===== config.mk =====
export PLATFORM = sky130hd
export DESIGN_NAME = gray_sample_fifo
export DESIGN_NICKNAME = d
export VERILOG_FILES = /design/src/rtl/gray_sample_fifo.sv
export SDC_FILE = /design/constraint.sdc
export NUM_CORES = 1
export LEC_CHECK = 0
export CAP_MARGIN = 20
export CORE_MARGIN = 1
export CORE_UTILIZATION = 45
export DETAILED_ROUTE_END_ITERATION = 8
export GPL_TIMING_DRIVEN = 0
export SLEW_MARGIN = 10
export SYNTH_ARGS = -nofsm -noshare
export SYNTH_HDL_FRONTEND = slang
export SYNTH_SLANG_ARGS = --single-unit

===== constraint.sdc =====
create_clock -name clk -period 8.4 [get_ports clk]
set_input_delay 1.26 -clock clk [delete_from_list [all_inputs] [get_ports clk]]
set_output_delay 1.26 -clock clk [all_outputs]
set_load 0.1 [all_outputs]

===== src/rtl/gray_sample_fifo.sv =====
// Gray-coded sample qualifier: converts non-zero gray_count words to binary,
// computes the wrap-around delta to the previous sample and queues them in a show-ahead FIFO.
module gray_sample_fifo #(
    parameter int WIDTH = 8,
    parameter int DEPTH = 4
) (
    input  logic                     clk,
    input  logic                     reset,
    input  logic                     enable,
    input  logic [WIDTH-1:0]         gray_in,
    input  logic                     clr_ovf,
    input  logic                     out_ready,
    output logic                     out_valid,
    output logic [WIDTH-1:0]         out_bin,
    output logic [WIDTH-1:0]         out_delta,
    output logic                     out_first,
    output logic [$clog2(DEPTH):0]   level,
    output logic                     overflow
);

    localparam int PW = $clog2(DEPTH);
    localparam int LW = PW + 1;

    logic [WIDTH-1:0] s1_gray;
    logic             s1_valid;

    logic [WIDTH-1:0] s2_bin;
    logic [WIDTH-1:0] s2_delta;
    logic             s2_first;

    logic [WIDTH-1:0] last_bin;
    logic             have_prev;

    logic [WIDTH-1:0] mem_bin   [DEPTH];
    logic [WIDTH-1:0] mem_delta [DEPTH];
    logic             mem_first [DEPTH];

    logic [PW-1:0]    wr_ptr;
    logic [PW-1:0]    rd_ptr;
    logic [LW-1:0]    count;

    logic             full;
    logic             pop;
    logic             push_ok;
    logic             drop;

    // A zero word from the pulse counter means "no window completed", never a sample.
    always_ff @(posedge clk or posedge reset) begin
        if (reset) begin
            s1_valid <= 1'b0;
            s1_gray  <= '0;
        end else begin
            s1_valid <= enable && (gray_in != '0);
            if (enable && (gray_in != '0))
                s1_gray <= gray_in;
        end
    end

    always_comb begin
        s2_bin = '0;
        for (int i = 0; i < WIDTH; i++)
            s2_bin[i] = ^(s1_gray >> i);
        s2_delta = have_prev ? (s2_bin - last_bin) : '0;
        s2_first = ~have_prev;
    end

    assign full      = (count == LW'(DEPTH));
    assign out_valid = (count != '0);
    assign pop       = out_valid && out_ready;
    assign push_ok   = s1_valid && (!full || pop);
    assign drop      = s1_valid && full && !pop;

    always_ff @(posedge clk) begin
        if (push_ok) begin
            mem_bin[wr_ptr]   <= s2_bin;
            mem_delta[wr_ptr] <= s2_delta;
            mem_first[wr_ptr] <= s2_first;
        end
    end

    always_ff @(posedge clk or posedge reset) begin
        if (reset) begin
            wr_ptr <= '0;
            rd_ptr <= '0;
            count  <= '0;
        end else begin
            if (push_ok)
                wr_ptr <= wr_ptr + PW'(1);
            if (pop)
                rd_ptr <= rd_ptr + PW'(1);
            case ({push_ok, pop})
                2'b10:   count <= count + LW'(1);
                2'b01:   count <= count - LW'(1);
                default: count <= count;
            endcase
        end
    end

    // The delta reference follows every sample, including ones dropped on a full FIFO.
    always_ff @(posedge clk or posedge reset) begin
        if (reset) begin
            last_bin  <= '0;
            have_prev <= 1'b0;
        end else if (s1_valid) begin
            last_bin  <= s2_bin;
            have_prev <= 1'b1;
        end
    end

    always_ff @(posedge clk or posedge reset) begin
        if (reset)
            overflow <= 1'b0;
        else if (drop)
            overflow <= 1'b1;
        else if (clr_ovf)
            overflow <= 1'b0;
    end

    assign out_bin   = out_valid ? mem_bin[rd_ptr]   : '0;
    assign out_delta = out_valid ? mem_delta[rd_ptr] : '0;
    assign out_first = out_valid ? mem_first[rd_ptr] : 1'b0;
    assign level     = count;

endmodule


Yosys cells after proc, flatten, opt, wreduce, memory -nomap -nowiden
Memories as Yosys holds them, arrays and structs flattened.
Cells that the tools add are included.
{ "classes": {"mux": 9, "reduce_logical": 20, "n_eq_ne": 3, "bitwise": 1, "add_sub_neg": 5} }
{ "op_table": {"columns": ["cell", "n"], "rows": [
  ["8-bit parity", 8],
  ["8-bit 2-to-1 mux", 3],
  ["8-bit nonzero test", 1],
  ["8-bit subtractor", 1],
  ["3-bit case mux with 2 select lines", 1],
  ["1-bit logical AND", 5],
  ["1-bit 2-to-1 mux", 5],
  ["2-bit by 1-bit adder with 2-bit output (second input constant)", 2],
  ["2-bit nonzero test", 2],
  ["3-bit by 1-bit adder with 3-bit output (second input constant)", 1],
  ["3-bit == test (second input constant)", 1],
  ["3-bit nonzero test", 1],
  ["3-bit by 1-bit subtractor with 3-bit output (second input constant)", 1],
  ["2-bit by 1-bit == test with 1-bit output (second input constant)", 1],
  ["2-bit == test (second input constant)", 1],
  ["1-bit zero test", 2],
  ["1-bit logical OR", 1],
  ["1-bit NOT", 1]
]} }
{ "totals": {"reg_bits": 26, "memories": 3, "ramBits": 68, "word_cells": 49, "out_inout_bits": 22} }
{ "memory_table": {"columns": ["name", "words", "word_bits", "read_ports", "rd_ports_with_merged_regs", "wr", "line", "text"], "rows": [
  ["mem_bin", 4, 8, 1, 0, 1, "34", "logic [WIDTH-1:0] mem_bin [DEPTH];"],
  ["mem_delta", 4, 8, 1, 0, 1, "35", "logic [WIDTH-1:0] mem_delta [DEPTH];"],
  ["mem_first", 4, 1, 1, 0, 1, "36", "logic mem_first [DEPTH];"]
]} }

Depth between registers and ports, before layout
Gate-level depths: netlist of the first run.
{ "logic_depth": {"ltp_word": 6, "ltp_mapped": 12, "depth_no_buf": 12} }

Worst setup path before layout of the first run
No wires, ideal clock.
{ "synth_path": {"path_kind": "reg2out", "from": "reg count[0] (netlist: level[0])", "to": "out out_bin[5]", "setup_slack_ps": 3908, "path_stages_with_launch": 5, "arrival_time_ps": 3232, "t_required_ps": 7140, "path_buffers": 2, "cell_sequence": "dfrtp_1 -> or3_1 -> clkbuf_1 -> clkbuf_1 -> and2_1"} }
{ "synth_between": {"elab_chain_cells": 2} }
{ "synth_rtl": {"columns": ["item", "line", "text"], "rows": [
  ["start, declared", "40", "logic [LW-1:0] count;"],
  ["start signal, assigned", "92", "2'b10: count <= count + LW'(1);"],
  ["start signal, assigned", "93", "2'b01: count <= count - LW'(1);"],
  ["start signal, assigned", "94", "default: count <= count;"],
  ["3-bit nonzero test", "68", "assign out_valid = (count != '0);"],
  ["via out_valid", "13", "output logic out_valid,"],
  ["8-bit 2-to-1 mux", "119", "assign out_bin = out_valid ? mem_bin[rd_ptr] : '0;"],
  ["end, declared", "14", "output logic [WIDTH-1:0] out_bin,"]
]} }
The timed path passes the listed nets, and every way through them passes these cells.

Worst setup path after layout of the first run
{ "layout_path": {"from": "reg rd_ptr[1]", "to": "out out_delta[3]"} }
{ "layout_between": {"elab_chain_cells": 2} }
{ "layout_rtl": {"columns": ["item", "line", "text"], "rows": [
  ["start, declared", "39", "logic [PW-1:0] rd_ptr;"],
  ["start signal, assigned", "90", "rd_ptr <= rd_ptr + PW'(1);"],
  ["memory read 4 x 8 bit", null, null],
  ["8-bit 2-to-1 mux", "120", "assign out_delta = out_valid ? mem_delta[rd_ptr] : '0;"],
  ["end, declared", "15", "output logic [WIDTH-1:0] out_delta,"]
]} }
No other way between the ends.

==> impl_results.md, run 1 <==
* Hold WC Path Type: reg -> reg
* Final Hold Fails at 0
* Final Routed Wirelength at 6800 um
* Avg Vias per Cell at 4.99
* Final Non-Filler Cells at 438
* Clock buffer depth at 2
* # IOs at 35
* Routability congestion estimate at 0.781
* Die area at 9590 um2
* CP startpoint kind: register
* Critical Path Fanout Max at 10
* Post-synth top area share at 0.493
* Via count at 2186
* Top cells by area, synth: edfxtp_1 (49%), dfrtp_1 (16%), mux4_2 (9.2%)
* Post_cts resized at 0
* CTS tree: built
* Final Skew at 0.0153 ns
* Most common cell in the synthesized netlist: edfxtp_1
* Sum Neg Setup Slack at 0 ns
* Mean Syn Cell Area at 14.8 um2
* GRT overflow at 0
* Synth Area in Compound Gates at 0.0290
* Cells after DPL at 421
* Row count at 34
* Synth-to-layout area growth at 17.2%
* # DRC at 1
* Syn_nets at 308
* Mux cell area share after synthesis at 0.100
* Largest net degree at the start of global routing at 27
* Postcts setup bufs at 0
* Total GRT Usage at 0.161
* IO buf count at 33
* EDFF count, synth at 68
* Clock transition at path regs at 0.08 ns
* H-tree levels at 3
* Nets at 353
* Largest family of logic cells by synthesized area: multiplexers
* Placed Area at 4610 um2
* Clock root buffer: clkbuf_8
* Layout cells sized above 1 at 0.124
* Status: finished, violations left
* Area leader, netlist: edfxtp_1
* Router iterations before antenna repair at 6
* Syn Inst Count at 280
* Ys async rst share at 0.277
* First-pass GRT wire length at 11600 um
* Worst-Skew Late Latency at 0.36 ns
* Yosys warnings at 0
* Failing checks: design-rule violations
* Met1 Resource Use GR at 0.223
* RSZ-0062 raised after global routing: no
* Max cap viols at 0
* Post-synthesis simple-gate area fraction at 0.0946
* Flops & latches, synth at 94
* Met3 usage at 0.0301
* Crit Path Class: reg -> out
* Tightest Pin Transition at 0.981 ns
* Core region area at 8810 um2
* Clock Sink Count at 94
* Post-synthesis sequential area ratio at 0.650
* Post-synthesis adder-cell area fraction at 0.0490
* Starting Density at 0.470
* Final Setup Violations at 0
* CP Capture Type: output pin
* Hpwl dp at 4490 um
* Via count of the first global-routing pass at 2191
* Antenna cells at 0
* Synth cell count leaders: edfxtp_1 (68), nand2_1 (32), dfrtp_1 (26)
* Initial antenna violation count at 0
* Period minus WS final at 4.61 ns
* Die width at 97.9 um
* CP Data Arrival Time at 3.35 ns
* Post-synth top flop: edfxtp_1
* Final Cell Area at 4850 um2
* GR Layer Usage met2 at 0.249
* 1st-iter DRT viols at 88
* Fmax achieved at 217 MHz
* Mapped Area at 4140 um2
* CP Data Required Time at 7.14 ns
* Detail Route Antenna Nets at 0
* Post-Synth XOR/XNOR Area at 0.0474
* Final period util at 0.549
* Max_slew headroom at 0.346
* Fin. max-slew vios at 0
* Cts bufs inserted at 9
* Die height at 97.9 um
* Cell variety after synth at 33
* Busiest grt layer: met2
* WL per Instance at 15.5 um
* Hold_buf cts at 0
## layout make-up
type	count	area, um2
Fill cell	722	3950
Sequential cell	94	2690
Multi-Input combinational cell	154	1330
Timing Repair Buffer	34	358
Tap cell	108	135
Clock buffer	9	124
Clock inverter	7	95.1
Inverter	22	82.6
Buffer	10	40.0
## through the flow
| stage | setup slack [ns] | util | hold slack, ns |
|---|---|---|---|
| final | 3.79 | 0.551 | 0.502 |
| after global routing | 3.65 | 0.551 | 0.530 |
| after CTS | 3.71 | 0.548 | 0.506 |
| after detailed placement | 4.11 | 0.523 | 0.486 |
| after global placement | 4.12 | 0.523 | 0.483 |
| after floorplan | 3.91 | - | 0.467 |
## per-layer routing
metal,vias to the layer above,routed length [um]
li1,1077,-
met1,1065,3260
met2,35,3240
met3,9,179
met4,0,123
met5,-,0
## cell usage in the layout (no fill, tap or decap), types with 2 or more instances in the layout
cell type / count
edfxtp_1: 68
clkdlybuf4s50_1: 33
nand2_1: 32
dfrtp_1: 26
and2_1: 22
inv_1: 21
mux4_2: 17
ha_1: 13
xnor2_1: 12
nor2_1: 9
clkbuf_8: 9
o21ai_0: 8
clkbuf_1: 7
a21oi_1: 6
xnor2_2: 4
nor2b_1: 4
nor3_1: 4
xor2_1: 3
a21o_1: 3
or4_1: 2
mux2i_1: 2
buf_2: 2
clkinv_1: 2
o21a_1: 2
fa_1: 2
bufinv_16: 2
inv_6: 2
## cell families (layout without fill, tap and decap cells)
| family | count (synthesis) | after routing |
|---|---|---|
| AOI/OAI and AO/OA | 21 | 21 |
| xor gates and xnor gates | 19 | 19 |
| adders and majority gates | 15 | 15 |
| buffers and inverters | 32 | 82 |
| DFF | 94 | 94 |
| muxes | 20 | 20 |
| and+or+nand+nor | 79 | 79 |
## state kept, by name (all words and copies together) (netlist names)
register and cells:
overflow 1, mem_bin 32, mem_first 4, rd_ptr 2
wr_ptr 2, s1_gray 8, mem_delta 32, last_bin 8
level 3, have_prev 1, s1_valid 1
## worst max-delay path: stages, from the launching register on
cell and delay (ns):
dfrtp_1 0.33, clkbuf_1 0.45, buf_1 0.62, mux4_2 0.33
and2_1 0.13, clkdlybuf4s50_1 1.13
## worst paths after layout
path                       slack, ns  startpoint  cells past startpoint               to
setup / recovery                3.79   rd_ptr[1]                      5     out_delta[3]
hold / removal                  0.50  s1_gray[4]                      2       s1_gray[4]
setup reg to reg                5.00  s1_gray[7]                     12  mem_delta[1][6]
hold reg to reg                 0.50  s1_gray[4]                      2       s1_gray[4]
max in group asynchronous       6.82       reset                      3      last_bin[2]
min in group asynchronous       1.16       reset                      2         overflow
Power of run 1 is left out: the tool's default activity adds up to more than one toggle a clock period on the data nets, which glitch-free logic cannot reach.
==> run 2, diff against run 1 <==
clock period = 4.31 ns   (was 8.4 ns; I/O delays follow)
==> results of run 2 <==
Same layout as run 1 (identical final DEF). Status: finished, violations left: design-rule violations.
Main changes from that run: setup slack after placement 4.11 ns -> 0.634 ns; setup slack after layout 3.79 ns -> 0.315 ns; register-to-register setup slack 5.00 ns -> 0.91 ns
Power of run 2 is left out for the same reason.
==> run 3, diff against run 2 <==
CORE_UTILIZATION = 44   (was 45)
RECOVER_POWER = 50   (was default)
==> impl_results.md, run 3 (synthesis results as in run 1) <==
* Cts bufs inserted at 9
* Router iterations before antenna repair at 4
* Via count at 2194
* Setup crit end: out_delta[3]
* Die height at 99.0 um
* # DRC at 0
* Max cap viols at 0
* Tightest Pin Transition at 1.30 ns
* CP Data Arrival Time at 3.29 ns
* Synth-to-layout area growth at 15.6%
* RSZ-0062 raised after global routing: no
* Clock buffer depth at 2
* Die width at 99.0 um
* Via count of the first global-routing pass at 2182
* IO buf count at 33
* Largest net degree at the start of global routing at 27
* Total GRT Usage at 0.156
* Final Hold Fails at 0
* Reg2Reg Setup Slack at 0.63 ns
* Layout cells sized above 1 at 0.112
* Most frequent cells in the layout: edfxtp_1 (68), nand2_1 (32), clkdlybuf4s50_1 (30), dfrtp_1 (26), inv_1 (21)
* Fill cells at 799
* GRT overflow at 0
* Antenna cells at 0
* Nets at 353
* Die area at 9800 um2
* FF+latch area at 2690 um2
* Core region area at 9200 um2
* Period minus WS final at 3.94 ns
* CP Data Required Time at 3.66 ns
* Postcts setup bufs at 0
* Avg Vias per Cell at 4.98
* R2r startpoint: s1_gray[7]
* Worst-case reg-to-reg path depth at 12
* CP Capture Type: output pin
* Hpwl dp at 4650 um
* Final Skew at 0.0139 ns
* First-pass GRT wire length at 11200 um
* Clock root buffer: clkbuf_8
* Detail Route Antenna Nets at 0
* Fmax achieved at 254 MHz
* Row count at 35
* Clock transition at path regs at 0.09 ns
* Initial antenna violation count at 0
* Routability congestion estimate at 0.712
* Worst-Skew Late Latency at 0.35 ns
* H-tree levels at 3
* Reg-to-Reg End: mem_delta[1][6]
* Status: finished clean
* Clock Sink Count at 94
* Post_cts resized at 0
* WL per Instance at 15.5 um
* 1st-iter DRT viols at 65
* Starting Density at 0.450
* Hold WC Path Type: reg -> reg
* Regs by FF count: mem_bin x32, mem_delta x32
* Setup ws final at 0.372 ns
* CP startpoint kind: register
* Critical Path Fanout Max at 10
* Max_slew headroom at 0.132
* Hold_buf cts at 0
* # IOs at 35
* Dpl ws at 0.683 ns
* Multi-input logic area at 1300 um2
* Crit. Startpoint: rd_ptr[1]
* Fin. max-slew vios at 0
* Final Routed Wirelength at 6810 um
* Sum Neg Setup Slack at 0 ns
* Final period util at 0.914
* Final Setup Violations at 0
* CTS tree: built
* Commonest non-fill, non-tap cell in the layout: edfxtp_1
* Crit Path Class: reg -> out
[run 3: cell count changes in the layout (fill, tap and decap cells not counted), moves of 2 or more]
cell / previous run / this run
and2_0: 0 / 3
and2_1: 22 / 19
clkdlybuf4s50_1: 33 / 30
dlygate4sd3_1: 0 / 3
xnor2_1: 12 / 15
xnor2_2: 4 / 1
bufinv_16: 2 / 0
clkbuf_1: 7 / 9
inv_6: 2 / 0
[run 3: worst min path at each step]
stage	start	endpoint	slack, ns	depth (start not counted)
final	s1_gray[4]	s1_gray[4]	0.51	2
after global routing	level[2]	level[2]	0.54	1
after CTS	s1_gray[4]	s1_gray[4]	0.51	2
after detailed placement	s1_gray[4]	s1_gray[4]	0.49	2
after global placement	s1_gray[4]	s1_gray[4]	0.49	2
after floorplan	s1_gray[0]	s1_gray[0]	0.47	2
[run 3: layer usage]
metal | vias to the layer above | part of all wire | global-route usage
li1 | 1076 | - | -
met1 | 1072 | 0.49 | 0.218
met4 | 0 | 0.016 | 0.0723
met2 | 38 | 0.46 | 0.240
met5 | - | 0 | 0
met3 | 8 | 0.030 | 0.0277
[run 3: worst max-delay path, cell delays in order, from the launching register on]
cell and delay [ns]:
dfrtp_1 0.33, clkbuf_1 0.41, buf_1 0.61, mux4_2 0.34, and2_1 0.12, clkdlybuf4s50_1 1.12
[run 3: stage by stage]
stage,instances,area [um2],util,hold WS [ns]
global route,441,4790,0.521,0.541
detailed placement,424,4610,0.501,0.490
CTS,440,4810,0.523,0.510
finish,441,4790,0.521,0.507
floorplan,280,4140,-,0.467
global placement,424,4610,0.501,0.486
[run 3: layout make-up]
class / instances / share of cell area
buffer: 10 / 0.00836
clock buffer: 12 / 0.0348
sequential: 94 / 0.562
inverter: 22 / 0.0173
clock inverter: 4 / 0.00627
timing repair buffer: 34 / 0.0698
tap: 111 / 0.0290
multi-input combinational: 154 / 0.272
Power of run 3 is left out for the same reason.
